--- config.mk ---
export PLATFORM = sky130hd
export DESIGN_NAME = serial_deser
export DESIGN_NICKNAME = d
export VERILOG_FILES = /design/src/rtl/deser_pkg.sv /design/src/rtl/serial_deser_bit_shifter.sv /design/src/rtl/serial_deser.sv
export SDC_FILE = /design/constraint.sdc
export NUM_CORES = 1
export LEC_CHECK = 0
export ABC_AREA = 1
export CAP_MARGIN = 20
export CELL_PAD_IN_SITES_DETAIL_PLACEMENT = 0
export CELL_PAD_IN_SITES_GLOBAL_PLACEMENT = 1
export CORE_AREA = 2 2 55 57
export CTS_CLUSTER_DIAMETER = 200
export DETAILED_ROUTE_END_ITERATION = 16
export DIE_AREA = 0 0 57 59
export HOLD_SLACK_MARGIN = 0.08
export PLACE_DENSITY_LB_ADDON = 0.1
export SETUP_SLACK_MARGIN = 0.02
export SLEW_MARGIN = 25
export SYNTH_ARGS = -nofsm -noshare
export SYNTH_HDL_FRONTEND = slang
export SYNTH_HIERARCHICAL = 1
export SYNTH_SLANG_ARGS = --single-unit
--- constraint.sdc ---
create_clock -name clk -period 4.3 [get_ports clk]
set_clock_uncertainty 0.2 [all_clocks]
set_input_delay 0.86 -clock clk [delete_from_list [all_inputs] [get_ports clk]]
set_output_delay 0.86 -clock clk [all_outputs]
set_load 0.1 [all_outputs]
--- src/rtl/deser_pkg.sv ---
// Shared definitions for the serial deserializer.
//   DEFAULT_WIDTH : default deserialized word width
//   out_state_e   : output-register occupancy (EMPTY / FULL)
package deser_pkg;

   localparam int DEFAULT_WIDTH = 8;

   typedef enum logic [0:0] {
      EMPTY = 1'b0,
      FULL  = 1'b1
   } out_state_e;

endpackage

--- src/rtl/serial_deser_bit_shifter.sv ---
// Serial-to-parallel shift register with bit counter.
// Ports:
//   clk, rst   : clock, synchronous active-high reset
//   en, d      : bit-valid qualifier and serial data bit
//   clear      : discard the partial word (wins over en)
//   word_done  : high during the cycle whose rising edge accepts the last bit
//   word       : assembled word including the current d; meaningful with word_done
//   bit_cnt    : bits held in the partial word, 0..WIDTH-1
module bit_shifter
   import deser_pkg::*;
#(
   parameter int WIDTH     = DEFAULT_WIDTH,
   parameter bit MSB_FIRST = 1'b1
) (
   input  logic                     clk,
   input  logic                     rst,
   input  logic                     en,
   input  logic                     d,
   input  logic                     clear,
   output logic                     word_done,
   output logic [WIDTH-1:0]         word,
   output logic [$clog2(WIDTH)-1:0] bit_cnt
);

   localparam int             CW       = $clog2(WIDTH);
   localparam logic [CW-1:0]  CNT_LAST = CW'(WIDTH - 1);
   localparam logic [CW-1:0]  CNT_ONE  = CW'(1'b1);

   logic [WIDTH-1:0] shift_r;
   logic [CW-1:0]    cnt_r;
   logic [WIDTH-1:0] shifted_s;
   logic             take_s;

   // Next shift value and completion strobe; the strobe is combinational so
   // the top can load the word on the very edge that completes it.
   always_comb begin
      shifted_s = {WIDTH{1'b0}};
      if (MSB_FIRST) begin
         shifted_s = {shift_r[WIDTH-2:0], d};
      end else begin
         shifted_s = {d, shift_r[WIDTH-1:1]};
      end
      take_s    = en & ~clear;
      word_done = take_s & (cnt_r == CNT_LAST);
      word      = shifted_s;
      bit_cnt   = cnt_r;
   end

   // Partial word and counter; a completed word restarts from an empty register.
   always_ff @(posedge clk) begin
      if (rst) begin
         shift_r <= {WIDTH{1'b0}};
         cnt_r   <= {CW{1'b0}};
      end else if (clear) begin
         shift_r <= {WIDTH{1'b0}};
         cnt_r   <= {CW{1'b0}};
      end else if (take_s) begin
         if (word_done) begin
            shift_r <= {WIDTH{1'b0}};
            cnt_r   <= {CW{1'b0}};
         end else begin
            shift_r <= shifted_s;
            cnt_r   <= cnt_r + CNT_ONE;
         end
      end else begin
         shift_r <= shift_r;
         cnt_r   <= cnt_r;
      end
   end

endmodule

--- src/rtl/serial_deser.sv ---
// Serial deserializer with a single-word output buffer and valid/ready handoff.
// Ports:
//   clk, rst : clock, synchronous active-high reset
//   en, d    : bit-valid qualifier and serial data bit
//   clear    : drop partial word and clear overrun; buffered word is kept
//   data     : completed word, stable while valid=1
//   valid    : data holds an unconsumed word
//   ready    : downstream takes data on edges with valid=1 and ready=1
//   overrun  : sticky, a completed word was dropped because the buffer was full
//   bit_cnt  : bits of the current partial word
module serial_deser
   import deser_pkg::*;
#(
   parameter int WIDTH     = DEFAULT_WIDTH,
   parameter bit MSB_FIRST = 1'b1
) (
   input  logic                     clk,
   input  logic                     rst,
   input  logic                     en,
   input  logic                     d,
   input  logic                     clear,
   output logic [WIDTH-1:0]         data,
   output logic                     valid,
   input  logic                     ready,
   output logic                     overrun,
   output logic [$clog2(WIDTH)-1:0] bit_cnt
);

   out_state_e       state_r;
   out_state_e       state_next_s;
   logic [WIDTH-1:0] data_r;
   logic             overrun_r;
   logic             word_done_s;
   logic [WIDTH-1:0] word_s;
   logic             load_s;
   logic             drop_s;

   bit_shifter #(
      .WIDTH     (WIDTH),
      .MSB_FIRST (MSB_FIRST)
   ) u_shifter (
      .clk       (clk),
      .rst       (rst),
      .en        (en),
      .d         (d),
      .clear     (clear),
      .word_done (word_done_s),
      .word      (word_s),
      .bit_cnt   (bit_cnt)
   );

   // Output-buffer state register.
   always_ff @(posedge clk) begin
      if (rst) begin
         state_r <= EMPTY;
      end else begin
         state_r <= state_next_s;
      end
   end

   // Next state plus load/drop decode. A completion while FULL loads only if
   // the current word leaves on the same edge, giving bubble-free streaming.
   always_comb begin
      state_next_s = state_r;
      load_s       = 1'b0;
      drop_s       = 1'b0;
      case (state_r)
         EMPTY: begin
            if (word_done_s) begin
               load_s       = 1'b1;
               state_next_s = FULL;
            end else begin
               state_next_s = EMPTY;
            end
         end
         FULL: begin
            if (word_done_s && ready) begin
               load_s       = 1'b1;
               state_next_s = FULL;
            end else if (word_done_s) begin
               drop_s       = 1'b1;
               state_next_s = FULL;
            end else if (ready) begin
               state_next_s = EMPTY;
            end else begin
               state_next_s = FULL;
            end
         end
         default: begin
            state_next_s = EMPTY;
         end
      endcase
   end

   // Output word and sticky overrun; clear resets overrun but never the buffer.
   always_ff @(posedge clk) begin
      if (rst) begin
         data_r    <= {WIDTH{1'b0}};
         overrun_r <= 1'b0;
      end else begin
         if (load_s) begin
            data_r <= word_s;
         end else begin
            data_r <= data_r;
         end
         if (clear) begin
            overrun_r <= 1'b0;
         end else if (drop_s) begin
            overrun_r <= 1'b1;
         end else begin
            overrun_r <= overrun_r;
         end
      end
   end

   // Output decode straight from registers.
   always_comb begin
      valid   = (state_r == FULL);
      data    = data_r;
      overrun = overrun_r;
   end

endmodule

# Yosys cells after proc, flatten, opt, wreduce, memory -nomap -nowiden
# Index checks and enable logic that the tools add are counted.
# classes
bitwise,4
n_div,0
magnitude_cmp,0
addsub,1
reduce_logical,2
eq_ne,1
shift,0
multipliers,0
muxes,11
# op_table
cell,n
1-bit 2-to-1 mux,7
7-bit 2-to-1 mux,1
1-bit one-hot mux with 2 select lines,2
3-bit by 1-bit adder with 3-bit output (second input constant),1
3-bit equality test (second input constant),1
3-bit 2-to-1 mux,1
1-bit AND,2
1-bit NOT,2
2-bit OR reduction,1
1-bit logical AND,1
# word_totals
inputBits,6
latchBits,0
reg_bits,20
rom_bits,0
mem_bits_rw,0
mem_count,0

# Longest topological paths before layout
# logic_depth
ltp_word,6
ltp_mapped,9
depth_no_buf,7

# Modules after synthesis
# The synthesis kept the hierarchy.
# modules_own_cells
module,seq_area_each_um2,cells_per_inst,n_inst,area_per_inst_um2
bit_shifter,200.2,80,1,514.2
serial_deser,200.2,62,1,456.7

# Worst setup path after synthesis
# Ideal clock, no wire load.
# synth_timing
kind,register -> register
start,reg u_shifter.cnt_r[0] (netlist: u_shifter/bit_cnt[0])
end,reg overrun_r (netlist: overrun)
path_stages_with_launch,10
period_less_slack_ns,2.449
t_arrival_ns,2.180
n_path_buf,3
t_required_ns,4.030
slack_ns,1.851
cell_sequence,dfxtp_1 ha_1 ha_1 clkbuf_2 inv_1 nor2_1 buf_6 buf_6 nand3_1 a21oi_1
# synth_via
elab_chain_cells,5
# synth_lines
item,line,rtl
from (decl),serial_deser_bit_shifter.sv:30,logic [CW-1:0] cnt_r;
from (signal assigned),serial_deser_bit_shifter.sv:53,cnt_r <= {CW{1'b0}};
from (signal assigned),serial_deser_bit_shifter.sv:56,cnt_r <= {CW{1'b0}};
from (signal assigned),serial_deser_bit_shifter.sv:60,cnt_r <= {CW{1'b0}};
3-bit equality test *,serial_deser_bit_shifter.sv:44,word_done = take_s & (cnt_r == CNT_LAST);
1-bit AND *,serial_deser_bit_shifter.sv:44,
named net word_done_s,serial_deser.sv:33,logic word_done_s;
1-bit 2-to-1 mux / 1-bit logical AND (equally long branches),"serial_deser.sv:80, serial_deser.sv:77",
1-bit 2-to-1 mux *,serial_deser.sv:77,if (word_done_s && ready) begin
1-bit 2-to-1 mux *,serial_deser.sv:67,case (state_r)
to (signal assigned),serial_deser.sv:111,overrun_r <= overrun_r;
to (decl),serial_deser.sv:32,logic overrun_r;
# Mark *: on every way through the listed nets, which the timed path passes. The rest lies on a longest branch.
# A chain may end at the register's enable or synchronous reset.

# Worst setup path in the final report
# layout_timing
start,reg state_r (netlist: valid)
end,out valid
# layout_lines
item,line,rtl
from (decl),serial_deser.sv:29,out_state_e state_r;
from (signal assigned),serial_deser.sv:57,state_r <= state_next_s;
to (decl),serial_deser.sv:23,"output logic valid,"
# No word-level cell between the ends.

==> insert_results.sql <==
INSERT INTO impl_metrics (metric_group, metric, value, unit) VALUES
('routing', 'total_via_count_after_detailed_routing', '819', ''),
('floorplan', 'start_util', '35.83', '%'),
('global_route', 'grt.overflow.total', '0', ''),
('routing', 'vias_per_cell', '4.333', ''),
('worst_setup_path', 'reg2reg_slack', '2440', 'ps'),
('synth', 'synth.avg_cell_area', '6.838', 'sq um'),
('routing', 'postRouteWirelength', '1.696', 'mm'),
('routing', 'drc', '0', ''),
('synth', 'synth_area_leader_cell', 'sky130_fd_sc_hd__dfxtp_1', ''),
('routing', 'drt.antenna.violating_nets', '0', ''),
('place', 'gp_congestion', '0.7106', ''),
('floorplan', 'fp.dieArea', '3363', 'sq um'),
('worst_hold_path', 'min_path_type', 'reg2reg', ''),
('cells_and_area', 'nNetsFinal', '167', ''),
('routing', 'detailedRoute.firstIterationViolations', '13', ''),
('worst_setup_path', 'slowest_stage', 'sky130_fd_sc_hd__clkdlybuf4s50_1', ''),
('routing', 'drt_pre_antenna_iters', '4', ''),
('global_route', 'grt_pass1_vias', '727', ''),
('cells_and_area', 'syn2layout_area_growth', '19.97', '%'),
('worst_setup_path', 'timing.critical_path.max_delay_family', 'buffers and inverters', ''),
('global_route', 'grt_pass1_wl', '3.139', 'mm'),
('floorplan', 'ioPinCount', '19', ''),
('sta', 'grt_setup_unrepaired', 'no', ''),
('sta', 'slew_headroom', '35.33', '%'),
('worst_setup_path', 'cp_max_fo', '3', ''),
('cells_and_area', 'fraction_of_layout_instances_using_a_drive_strength_above_1', '7.595', '%'),
('synth', 'synthSimpleGateAreaFrac', '33.76', '%'),
('synth', 'synth-xor-area-share', '0', '%'),
('flow_run', 'maxCapViolCount', '0', ''),
('floorplan', 'die_y', '59', 'um'),
('clocking', 'post_cts.resized_instances', '0', ''),
('worst_setup_path', 'crit_chain', 'clkdlybuf4s50_1', ''),
('sta', 'setup_violations', '0', ''),
('worst_setup_path', 'startpoint_type', 'flop', ''),
('worst_setup_path', 'worstPathArrival', '1860', 'ps'),
('clocking', 'cts_max_level', '1', ''),
('sta', 'highest_clock_frequency_the_design_can_meet', '342.1', 'MHz'),
('place', 'port_buffers', '18', ''),
('sta', 'whs', '252.3', 'ps'),
('synth', 'synthesis.nets', '150', ''),
('synth', 'ys_warn_count', '6', ''),
('synth', 'synth_fa_ha_area_share', '2.577', '%'),
('worst_setup_path', 'worstReg2RegEnd', 'data[7]$_SDFFE_PP0P_', ''),
('sta', 'max_slew.worst_pin.slew', '967.0', 'ps'),
('worst_hold_path', 'worstHoldStart', 'overrun$_SDFFE_PP0P_', ''),
('synth', 'synth_cell_types', '18', ''),
('floorplan', 'number_of_standard_cell_rows_in_the_floorplan', '19', ''),
('worst_setup_path', 'critical_path.max_stage_delay', '1150', 'ps'),
('clocking', 'ctsRootBufferMaster', 'sky130_fd_sc_hd__clkbuf_4', ''),
('clocking', 'register_clock_pin_slew_on_the_reported_worst_setup_and_hold_paths', '110', 'ps'),
('synth', 'ys_seq_area_share', '41.24', '%'),
('sta', 'final_clock_period_utilization_by_the_worst_path', '67.99', '%'),
('clocking', 'cts-root-to-sink-buffers', '2', ''),
('sta', 'hold_viol', '0', ''),
('sta', 'minimum_clock_period_after_layout', '2923', 'ps'),
('synth', 'synth-seq-cells', '20', ''),
('synth', 'synth_top_area_share', '41.24', '%'),
('clocking', 'clock_network_latency_to_the_later_pin_of_the_worst_skew_pair', '300', 'ps'),
('synth', 'synth_compound_area_share', '5.670', '%'),
('synth', 'cell_count_after_synthesis', '142', ''),
('run_status', 'outcome', 'finished, final reports clean', ''),
('clocking', 'cts_setup_buffers', '0', ''),
('sta', 'finalMaxSlewViolations', '0', ''),
('worst_hold_path', 'worst_hold_path.endpoint', 'overrun$_SDFFE_PP0P_', ''),
('worst_setup_path', 'worst_setup_path_end_kind', 'output pin', ''),
('worst_setup_path', 'combined_buffer_and_inverter_count_along_the_critical_path', '1', ''),
('worst_setup_path', 'setup.worst_path.class', 'reg2out', ''),
('worst_setup_path', 'worst-r2r-cell-count', '8', ''),
('clocking', 'numClockSinks', '20', ''),
('synth', 'muxShareOfSynthArea', '0', '%'),
('clocking', 'ctsHoldBuffers', '0', '');
[worst reg2reg max path: cells and delay by family (launching register included)]
kind	cells	cell delay, ps
AND/OR/NAND/NOR	4	320
adder cells (fa/ha/maj)	2	540
buffers and inverters	2	310
flip-flops	1	390
[state kept, by name, indices dropped and copies added, names as in the netlist]
name	cells
data	8
overrun	1
u_shifter/bit_cnt	3
u_shifter/shift_r	7
valid	1
[logic make-up (layout without fill, tap and decap cells)]
family | Yosys count | count (layout)
AOI/OAI and AO/OA | 11 | 11
adders and majority gates | 2 | 2
buffers and inverters | 32 | 48
DFF | 20 | 20
and+or+nand+nor | 77 | 77
[routing by layer]
metal	part of all wire, %	vias to the layer above	GRT usage (%)
li1	-	451	-
met1	50	345	15.22
met2	43	18	19.05
met3	5.4	5	4.585
met4	1.4	0	3.987
met5	0	-	0
[placed cells by master, fill, tap and decap left out]
cell / count
sky130_fd_sc_hd__inv_2: 1
sky130_fd_sc_hd__nand2_1: 26
sky130_fd_sc_hd__or2_2: 1
sky130_fd_sc_hd__nand2_4: 1
sky130_fd_sc_hd__dfxtp_1: 20
sky130_fd_sc_hd__nor2_2: 1
sky130_fd_sc_hd__clkbuf_4: 3
sky130_fd_sc_hd__clkdlybuf4s50_1: 18
sky130_fd_sc_hd__nor2_4: 1
sky130_fd_sc_hd__nand3_2: 1
sky130_fd_sc_hd__o21ai_0: 1
sky130_fd_sc_hd__clkbuf_8: 1
sky130_fd_sc_hd__nand3_1: 8
sky130_fd_sc_hd__buf_4: 1
sky130_fd_sc_hd__nor2_1: 37
sky130_fd_sc_hd__nand2_2: 1
sky130_fd_sc_hd__inv_1: 24
sky130_fd_sc_hd__ha_1: 2
sky130_fd_sc_hd__a21oi_1: 10
[final cells by class]
class	instances	area, sq um
sequential	20	400.4
inverter	25	93.84
timing repair buffer	19	187.7
clock buffer	4	36.28
multi-input combinational	90	407.9
tap	31	38.79
fill	305	1545
[how the worst max path moves through the flow]
| stage | endpoint | cells after the start | startpoint | slack (ps) |
|---|---|---|---|---|
| 2_1_floorplan | overrun$_SDFFE_PP0P_ | 9 | u_shifter/bit_cnt[0]$_SDFFE_PP0P_ | 1850 |
| 3_3_place_gp | valid | 1 | valid$_SDFF_PP0_ | 1720 |
| 3_5_place_dp | valid | 1 | valid$_SDFF_PP0_ | 1710 |
| 4_1_cts | valid | 1 | valid$_SDFF_PP0_ | 1350 |
| 5_1_grt | valid | 1 | valid$_SDFF_PP0_ | 1290 |
| 6_report | valid | 1 | valid$_SDFF_PP0_ | 1380 |
[power by group]
| part | internal (mW) | leakage (nW) | switching [mW] |
|---|---|---|---|
| logic | 0.0128 | 0.345 | 0.0235 |
| registers | 0.188 | 0.162 | 0.00189 |
| clock network | 0.0517 | 0.0210 | 0.0579 |
[cell usage after synthesis (all sizes together)]
| cell type | n |
|---|---|
| clkbuf | 1 |
| nand3 | 9 |
| nor2 | 39 |
| dfxtp | 20 |
| o21ai | 1 |
| inv | 25 |
| buf | 6 |
| or2 | 1 |
| nand2 | 28 |
| a21oi | 10 |
| ha | 2 |
[metrics by stage]
stage | cell area [sq um] | cells | util [%] | setup slack [ps] | total power [mW]
after floorplan | 970.9 | 142 | - | 1851 | 0.2224
after global placement | 1129 | 185 | 41.64 | 1716 | 0.2308
after detailed placement | 1129 | 185 | 41.64 | 1712 | 0.2311
after CTS | 1165 | 189 | 42.98 | 1348 | 0.3458
after global routing | 1165 | 189 | 42.98 | 1291 | 0.3569
final | 1165 | 189 | 42.98 | 1377 | 0.3360
Note: power is estimated with default switching activity, not from simulation.
